<file path="src/rtl/uart_rx_decoder_if.sv">
// Link and controller-side signals of the serial Hamming receiver.
// The master side is the transmitter/controller pair, the slave side is the decoder.
interface uart_rx_decoder_if;
  logic       rx_ena;
  logic [4:0] rx_config;
  logic       serial_in;
  logic       rx_ack;
  logic       rx_rts;
  logic [9:0] rx_word;
  logic       rx_valid;
  logic       err_corr;
  logic       err_uncorr;
  logic       err_frame;
  logic [2:0] status;

  modport master (
    output rx_ena, rx_config, serial_in, rx_ack,
    input  rx_rts, rx_word, rx_valid, err_corr, err_uncorr, err_frame, status
  );

  modport slave (
    input  rx_ena, rx_config, serial_in, rx_ack,
    output rx_rts, rx_word, rx_valid, err_corr, err_uncorr, err_frame, status
  );
endinterface

</file>
<file path="src/rtl/uart_rx_decoder.sv">
// Serial frame receiver: rebuilds a 14-bit Hamming codeword one bit per clk,
// applies single-error correction and holds the 10-bit result until acknowledged.
module uart_rx_decoder #(
  parameter bit SYNC_EN = 1'b0
) (
  input  logic             clk,
  input  logic             rst,
  uart_rx_decoder_if.slave bus
);

  typedef enum logic [2:0] {
    S_IDLE   = 3'd0,
    S_DATA   = 3'd1,
    S_STOP   = 3'd2,
    S_DECODE = 3'd3,
    S_HOLD   = 3'd4
  } state_t;

  typedef struct packed {
    state_t      state;
    logic [13:0] code;      // position p of the frame lives in code[14-p]
    logic [3:0]  cnt;
    logic [3:0]  len;
    logic        two_stop;
    logic        stop_idx;
    logic        ferr;
    logic [9:0]  word;
    logic        valid;
    logic        corr;
    logic        uncorr;
    logic        frame;
  } regs_t;

  regs_t r_q, r_d;

  logic        line;
  logic [3:0]  k;
  logic [3:0]  frame_len;
  logic [3:0]  syn;
  logic        flip_en;
  logic [13:0] flip_mask;
  logic [13:0] fixed;
  logic [9:0]  fixed_word;

  generate
    if (SYNC_EN) begin : g_sync
      logic [1:0] sync_q;
      always_ff @(posedge clk or posedge rst) begin
        if (rst)              sync_q <= 2'b11;
        else if (!bus.rx_ena) sync_q <= 2'b11;
        else                  sync_q <= {sync_q[0], bus.serial_in};
      end
      assign line = sync_q[1];
    end else begin : g_direct
      assign line = bus.serial_in;
    end
  endgenerate

  // Same 4-bit length rule as the transmitter; k=4 deliberately includes position 8.
  assign k         = bus.rx_config[3:0];
  assign frame_len = k + 4'd2 + {3'b000, |k[3:1]} + {3'b000, |k[3:2]};

  assign syn[0] = ^{r_q.code[13], r_q.code[11], r_q.code[9], r_q.code[7],
                    r_q.code[5],  r_q.code[3],  r_q.code[1]};
  assign syn[1] = ^{r_q.code[12], r_q.code[11], r_q.code[8], r_q.code[7],
                    r_q.code[4],  r_q.code[3],  r_q.code[0]};
  assign syn[2] = ^{r_q.code[10], r_q.code[9],  r_q.code[8], r_q.code[7],
                    r_q.code[2],  r_q.code[1],  r_q.code[0]};
  assign syn[3] = ^r_q.code[6:0];

  // Syndrome 1..14 maps to code[13..0]; 0 and 15 shift the bit out entirely.
  assign flip_mask  = 14'd1 << (4'd14 - syn);
  assign flip_en    = (syn != 4'd0) && (syn <= r_q.len);
  assign fixed      = r_q.code ^ (flip_en ? flip_mask : 14'd0);
  assign fixed_word = {fixed[0], fixed[1], fixed[2], fixed[3], fixed[4],
                       fixed[5], fixed[7], fixed[8], fixed[9], fixed[11]};

  always_comb begin
    // NOTE: every field takes its held value first, so no path through the case leaves a latch.
    r_d = r_q;
    unique case (r_q.state)
      S_IDLE: begin
        if (!line) begin
          r_d.state    = S_DATA;
          r_d.code     = '0;
          r_d.cnt      = '0;
          r_d.len      = frame_len;
          r_d.two_stop = bus.rx_config[4];
          r_d.stop_idx = 1'b0;
          r_d.ferr     = 1'b0;
        end
      end
      S_DATA: begin
        if (r_q.cnt < 4'd14) r_d.code[4'd13 - r_q.cnt] = line;
        r_d.cnt = r_q.cnt + 4'd1;
        if (r_q.cnt + 4'd1 == r_q.len) r_d.state = S_STOP;
      end
      S_STOP: begin
        if (!line) r_d.ferr = 1'b1;
        if (r_q.two_stop && !r_q.stop_idx) r_d.stop_idx = 1'b1;
        else                               r_d.state    = S_DECODE;
      end
      S_DECODE: begin
        r_d.word   = fixed_word;
        r_d.corr   = flip_en;
        r_d.uncorr = syn > r_q.len;
        r_d.frame  = r_q.ferr;
        r_d.valid  = 1'b1;
        r_d.state  = S_HOLD;
      end
      S_HOLD: begin
        // A start bit arriving here is ignored; the line is only watched in IDLE.
        if (bus.rx_ack) begin
          r_d.valid  = 1'b0;
          r_d.corr   = 1'b0;
          r_d.uncorr = 1'b0;
          r_d.frame  = 1'b0;
          r_d.state  = S_IDLE;
        end
      end
      default: r_d.state = S_IDLE;
    endcase
  end

  always_ff @(posedge clk or posedge rst) begin
    // NOTE: state registers update with <= so every flop sees pre-edge values of the others.
    if (rst)              r_q <= '0;
    else if (!bus.rx_ena) r_q <= '0;
    else                  r_q <= r_d;
  end

  assign bus.rx_rts     = bus.rx_ena & ~r_q.valid & (r_q.state == S_IDLE);
  assign bus.rx_word    = r_q.word;
  assign bus.rx_valid   = r_q.valid;
  assign bus.err_corr   = r_q.corr;
  assign bus.err_uncorr = r_q.uncorr;
  assign bus.err_frame  = r_q.frame;
  assign bus.status     = r_q.state;

endmodule

</file>
<file path="src/flat_wrapper.sv">
// flat-port wrapper written by rule: the top's interface ports become plain ports
module uart_rx_decoder_flat 
#(
  parameter bit SYNC_EN = 1'b0
)
  (clk, rst, bus_rx_ena, bus_rx_config, bus_serial_in, bus_rx_ack, bus_rx_rts, bus_rx_word, bus_rx_valid, bus_err_corr, bus_err_uncorr, bus_err_frame, bus_status);
  uart_rx_decoder_if bus_i ();
  input  logic clk;
  input  logic rst;
  input wire logic [$bits(bus_i.rx_ena)-1:0] bus_rx_ena;
  input wire logic [$bits(bus_i.rx_config)-1:0] bus_rx_config;
  input wire logic [$bits(bus_i.serial_in)-1:0] bus_serial_in;
  input wire logic [$bits(bus_i.rx_ack)-1:0] bus_rx_ack;
  output wire logic [$bits(bus_i.rx_rts)-1:0] bus_rx_rts;
  output wire logic [$bits(bus_i.rx_word)-1:0] bus_rx_word;
  output wire logic [$bits(bus_i.rx_valid)-1:0] bus_rx_valid;
  output wire logic [$bits(bus_i.err_corr)-1:0] bus_err_corr;
  output wire logic [$bits(bus_i.err_uncorr)-1:0] bus_err_uncorr;
  output wire logic [$bits(bus_i.err_frame)-1:0] bus_err_frame;
  output wire logic [$bits(bus_i.status)-1:0] bus_status;
  assign bus_i.rx_ena = bus_rx_ena;
  assign bus_i.rx_config = bus_rx_config;
  assign bus_i.serial_in = bus_serial_in;
  assign bus_i.rx_ack = bus_rx_ack;
  assign bus_rx_rts = bus_i.rx_rts;
  assign bus_rx_word = bus_i.rx_word;
  assign bus_rx_valid = bus_i.rx_valid;
  assign bus_err_corr = bus_i.err_corr;
  assign bus_err_uncorr = bus_i.err_uncorr;
  assign bus_err_frame = bus_i.err_frame;
  assign bus_status = bus_i.status;
  uart_rx_decoder #(.SYNC_EN(SYNC_EN)) u_core (.clk(clk), .rst(rst), .bus(bus_i));
endmodule
</file>
<file path="config.mk">
export PLATFORM = sky130hd
export DESIGN_NAME = uart_rx_decoder_flat
export DESIGN_NICKNAME = d
export VERILOG_FILES = /design/src/rtl/uart_rx_decoder_if.sv /design/src/rtl/uart_rx_decoder.sv /design/src/flat_wrapper.sv
export SDC_FILE = /design/constraint.sdc
export NUM_CORES = 1
export LEC_CHECK = 0
export ABC_AREA = 1
export CORE_MARGIN = 2
export CORE_UTILIZATION = 52
export DETAILED_ROUTE_END_ITERATION = 7
export PLACE_DENSITY = 0.81
export SYNTH_ARGS = -nofsm -noshare
export SYNTH_HDL_FRONTEND = slang
export SYNTH_SLANG_ARGS = --single-unit
export TNS_END_PERCENT = 30
</file>
<file path="constraint.sdc">
create_clock -name clk -period 2.5 [get_ports clk]
set_clock_uncertainty 0.05 [all_clocks]
set_input_delay 0.375 -clock clk [delete_from_list [all_inputs] [get_ports clk]]
set_output_delay 0.375 -clock clk [all_outputs]
set_load 0.01 [all_outputs]
</file>
==> metrics.md <==
| Metric | Value |
|---|---|
| Worst min path class | reg2reg |
| DR iter-0 viols | 362 |
| # rows | 27 |
| Hpwl dp | 5350 microns |
| Initial Utilization | 0.543 |
| Fmax achieved | 393 MHz |
| Total grt overflow | 0 |
| Max cap viols | 0 |
| R2R Path Start | u_core.r_q[32] |
| Layout cells sized above 1 | 0.162 |
| Htree depth | 2 |
| Total core area | 0.00557 sq mm |
| Switching Share | 0.412 |
| Failing checks | negative setup slack |
| Commonest cells after routing, fill and taps aside | 152 x nand2_1, 50 x inv_1, 38 x nand3_1 |
| Layout area overhead | 21.3% |
| Drt total wl | 8030 microns |
| Ys flop type | dfrtp_1 |
| Mapped Nets | 471 |
| WHS | 0.431 ns |
| Final Setup Violations | 10 |
| Final critical-path required period | 2.54 ns |
| First-pass GRT wire length | 11900 microns |
| Leak pwr | 1.86 nW |
| DR WL/cell | 14.2 microns |
| WP depth | 19 |
| Clk root buf | clkbuf_8 |
| Chip Width | 80.3 microns |
| GRT Overall Usage | 0.235 |
| Internal | 1.40 mW |
| DP Worst Slack | -0.0679 ns |
| Slew @ Worst Pin | 0.590 ns |
| Via total after detailed routing | 3200 |
| Most common cell type on the critical path | nand2_2 |
| Clock Tree Buf Depth | 2 |
| Fin. Hold Viols | 0 |
| Post-DRT Antenna Nets | 0 |
| Sink Count | 42 |
| Largest stage delay on the critical path | 0.44 ns |
| Wire length on met1 | 3290 microns |
| Via/cell ratio | 5.65 |
| # port buffers | 27 |
| Die Y | 80.3 microns |
| Clock power frac | 0.195 |
| Total inserted antenna cells | 0 |
| Setup crit end kind | flip-flop |
| Crit path kind | reg2reg |
| Post-Syn Instances | 449 |
| Seq cells post-synth | 42 |
| CP max FO | 8 |
| Commonest non-fill, non-tap cell in the layout | nand2_1 |
| Post-synth ARST share | 1.00 |
| CTS tree | yes |
| Slowest cell on crit path | dfrtp_2 |
| Library cells used by synthesis | 31 |
| WP data required | 2.65 ns |
| Residual DRC count | 0 |
| DIE AREA | 0.00644 sq mm |
| Maximum vdd drop | 0.345 mV |
| Worst setup slack after layout | -0.0432 ns |
| TritonCTS buffer count | 5 |
| Crit. Startpoint | u_core.r_q[32] |
| Reg power frac | 0.340 |
| DR pass1 iterations | 5 |
| Largest net degree at the start of global routing | 43 |
| Status | finished with violations |
| GP Congestion | 0.909 |
| # IOs | 28 |
| Vias in the first global route | 2690 |
| Family with the most delay on the worst path | simple AND/OR/NAND/NOR gates |
| Synthesized area | 0.00302 sq mm |
| Total power divided by cell area | 652 mW/mm^2 |
| Crit path to | u_core.bus.rx_word[8] |
| Final nets | 515 |
| Skew-Pair Late Insertion Delay | 0.30 ns |
| Wire length on met2 | 3900 microns |
| Met3 routed WL | 569 microns |
| Startpoint Class | flip-flop |
| Slew Limit Fails | 0 |
| Ys Warns | 0 |
| CTS hold repair buffers | 0 |
| Logic pwr share | 0.465 |
| R2r setup slk | -0.04 ns |
| Reg2reg path depth | 19 |
| Rel. slew slack | 0.603 |
| Period utilization | 1.02 |
| EDFF count, synth | 0 |
| Psw | 986 uW |
| Mean Syn Cell Area | 6.74 sq um |
| Clock transition at path regs | 0.08 ns |
| Hold depth | 2 |
| Highest Signal Layer | met4 |
| Antenna violations before repair | 0 |
| R2R Path End | u_core.bus.rx_word[8] |
| CP Cell Sequence | inv_2 -> nand2_2 -> nand2_2 -> inv_2 -> nand2_4 -> nand2_2 -> nand2_2 -> nand2_2 -> ha_4 -> inv_1 -> o21bai_1 -> nand2_2 -> a32oi_4 -> buf_12 -> nor2_4 -> nand2_1 -> nand2_1 -> nand3_1 -> nand2_1 |
| Bufs and invs on worst path | 4 |
| Sequential element share of the synthesized area | 0.348 |
| Worst Path Arrival | 2.69 ns |
[per-stage QoR]
stage / setup TNS (ns) / utilization / instances / area [sq um] / power [mW]
final: -0.224 / 0.658 / 566 / 3670 / 2.39
after global routing: -1.71 / 0.658 / 566 / 3670 / 2.53
after CTS: 0 / 0.623 / 551 / 3470 / 2.23
after detailed placement: -0.391 / 0.605 / 543 / 3370 / 1.75
after global placement: 0 / 0.605 / 543 / 3370 / 1.73
after floorplan: 0 / - / 449 / 3020 / 1.47
[layout make-up]
class / instances / area [sq um]
well taps: 72 / 90.1
flip-flops and latches: 42 / 1060
repair buffers: 55 / 493
clock buffers: 7 / 86.3
multi-input cells: 328 / 1700
clock inverters: 1 / 5.00
fillers: 440 / 1910
inverters: 61 / 234
[cells in the mapped netlist, types with 5 or more instances]
cell,n,area (sq um)
o22ai_1,17,106
nand2_2,11,68.8
buf_2,5,25.0
nand2_1,160,601
xor2_1,6,52.6
dfrtp_1,42,1050
nor2_1,25,93.8
nor3_1,6,30.0
o21ai_0,11,55.1
ha_1,11,138
buf_4,13,97.6
nand3_1,39,195
inv_1,54,203
nand4_1,9,56.3
a21oi_1,17,85.1
[worst min path at each step]
stage,start,endpoint
2_1_floorplan,u_core.bus.rx_word[0],u_core.bus.rx_word[0]
3_3_place_gp,u_core.bus.rx_word[7],u_core.bus.rx_word[7]
3_5_place_dp,u_core.bus.rx_word[7],u_core.bus.rx_word[7]
4_1_cts,u_core.bus.rx_word[1],u_core.bus.rx_word[1]
5_1_grt,u_core.bus.rx_word[7],u_core.bus.rx_word[7]
6_report,u_core.bus.rx_word[2],u_core.bus.rx_word[2]
[power groups by stage]
stage | clock network (mW) | logic, mW | registers, mW
after global routing | 0.502 | 1.20 | 0.824
after CTS | 0.467 | 0.954 | 0.811
after floorplan | 0 | 0.662 | 0.809
final | 0.467 | 1.11 | 0.813
after global placement | 0 | 0.907 | 0.819
after detailed placement | 0 | 0.929 | 0.824
[registers in the layout, indices dropped and copies added (netlist names)]
name,count
u_core.bus.rx_valid,1
u_core.bus.err_corr,1
u_core.bus.err_uncorr,1
u_core.bus.status,3
u_core.r_q,25
u_core.bus.err_frame,1
u_core.bus.rx_word,10
[worst register-to-register path: stages, from the launching register on]
cell      delay (ns)
dfrtp_2         0.44
inv_2           0.12
nand2_2         0.08
nand2_2         0.10
inv_2           0.05
nand2_4         0.07
nand2_2         0.07
nand2_2         0.08
nand2_2         0.08
ha_4            0.27
inv_1           0.04
o21bai_1        0.18
nand2_2         0.10
a32oi_4         0.21
buf_12          0.16
nor2_4          0.06
nand2_1         0.09
nand2_1         0.05
nand3_1         0.07
nand2_1         0.06
[timing repair]
action	in CTS	in global routing
endpoints found under the setup margin	10	11
pin swaps	0	10
buffers inserted	0	14
cloned	0	2
resized for setup	2	26
hold endpoints to repair	0	0
[layer usage]
layer / GRT usage / vias up
met5: 0 / -
met4: 0.0780 / 0
met3: 0.0539 / 35
met2: 0.398 / 145
met1: 0.293 / 1496
li1: - / 1524
[cell families (layout without fill, tap and decap cells)]
| logic type | Yosys count | after routing | share of synthesized area |
|---|---|---|---|
| flops | 42 | 42 | 0.348 |
| buf+inv | 81 | 124 | 0.122 |
| compound gates | 55 | 55 | 0.108 |
| fa+ha+maj | 12 | 12 | 0.0521 |
| xor+xnor | 6 | 6 | 0.0174 |
| simple gates | 253 | 255 | 0.353 |
Power figures use the tool's default switching activity.
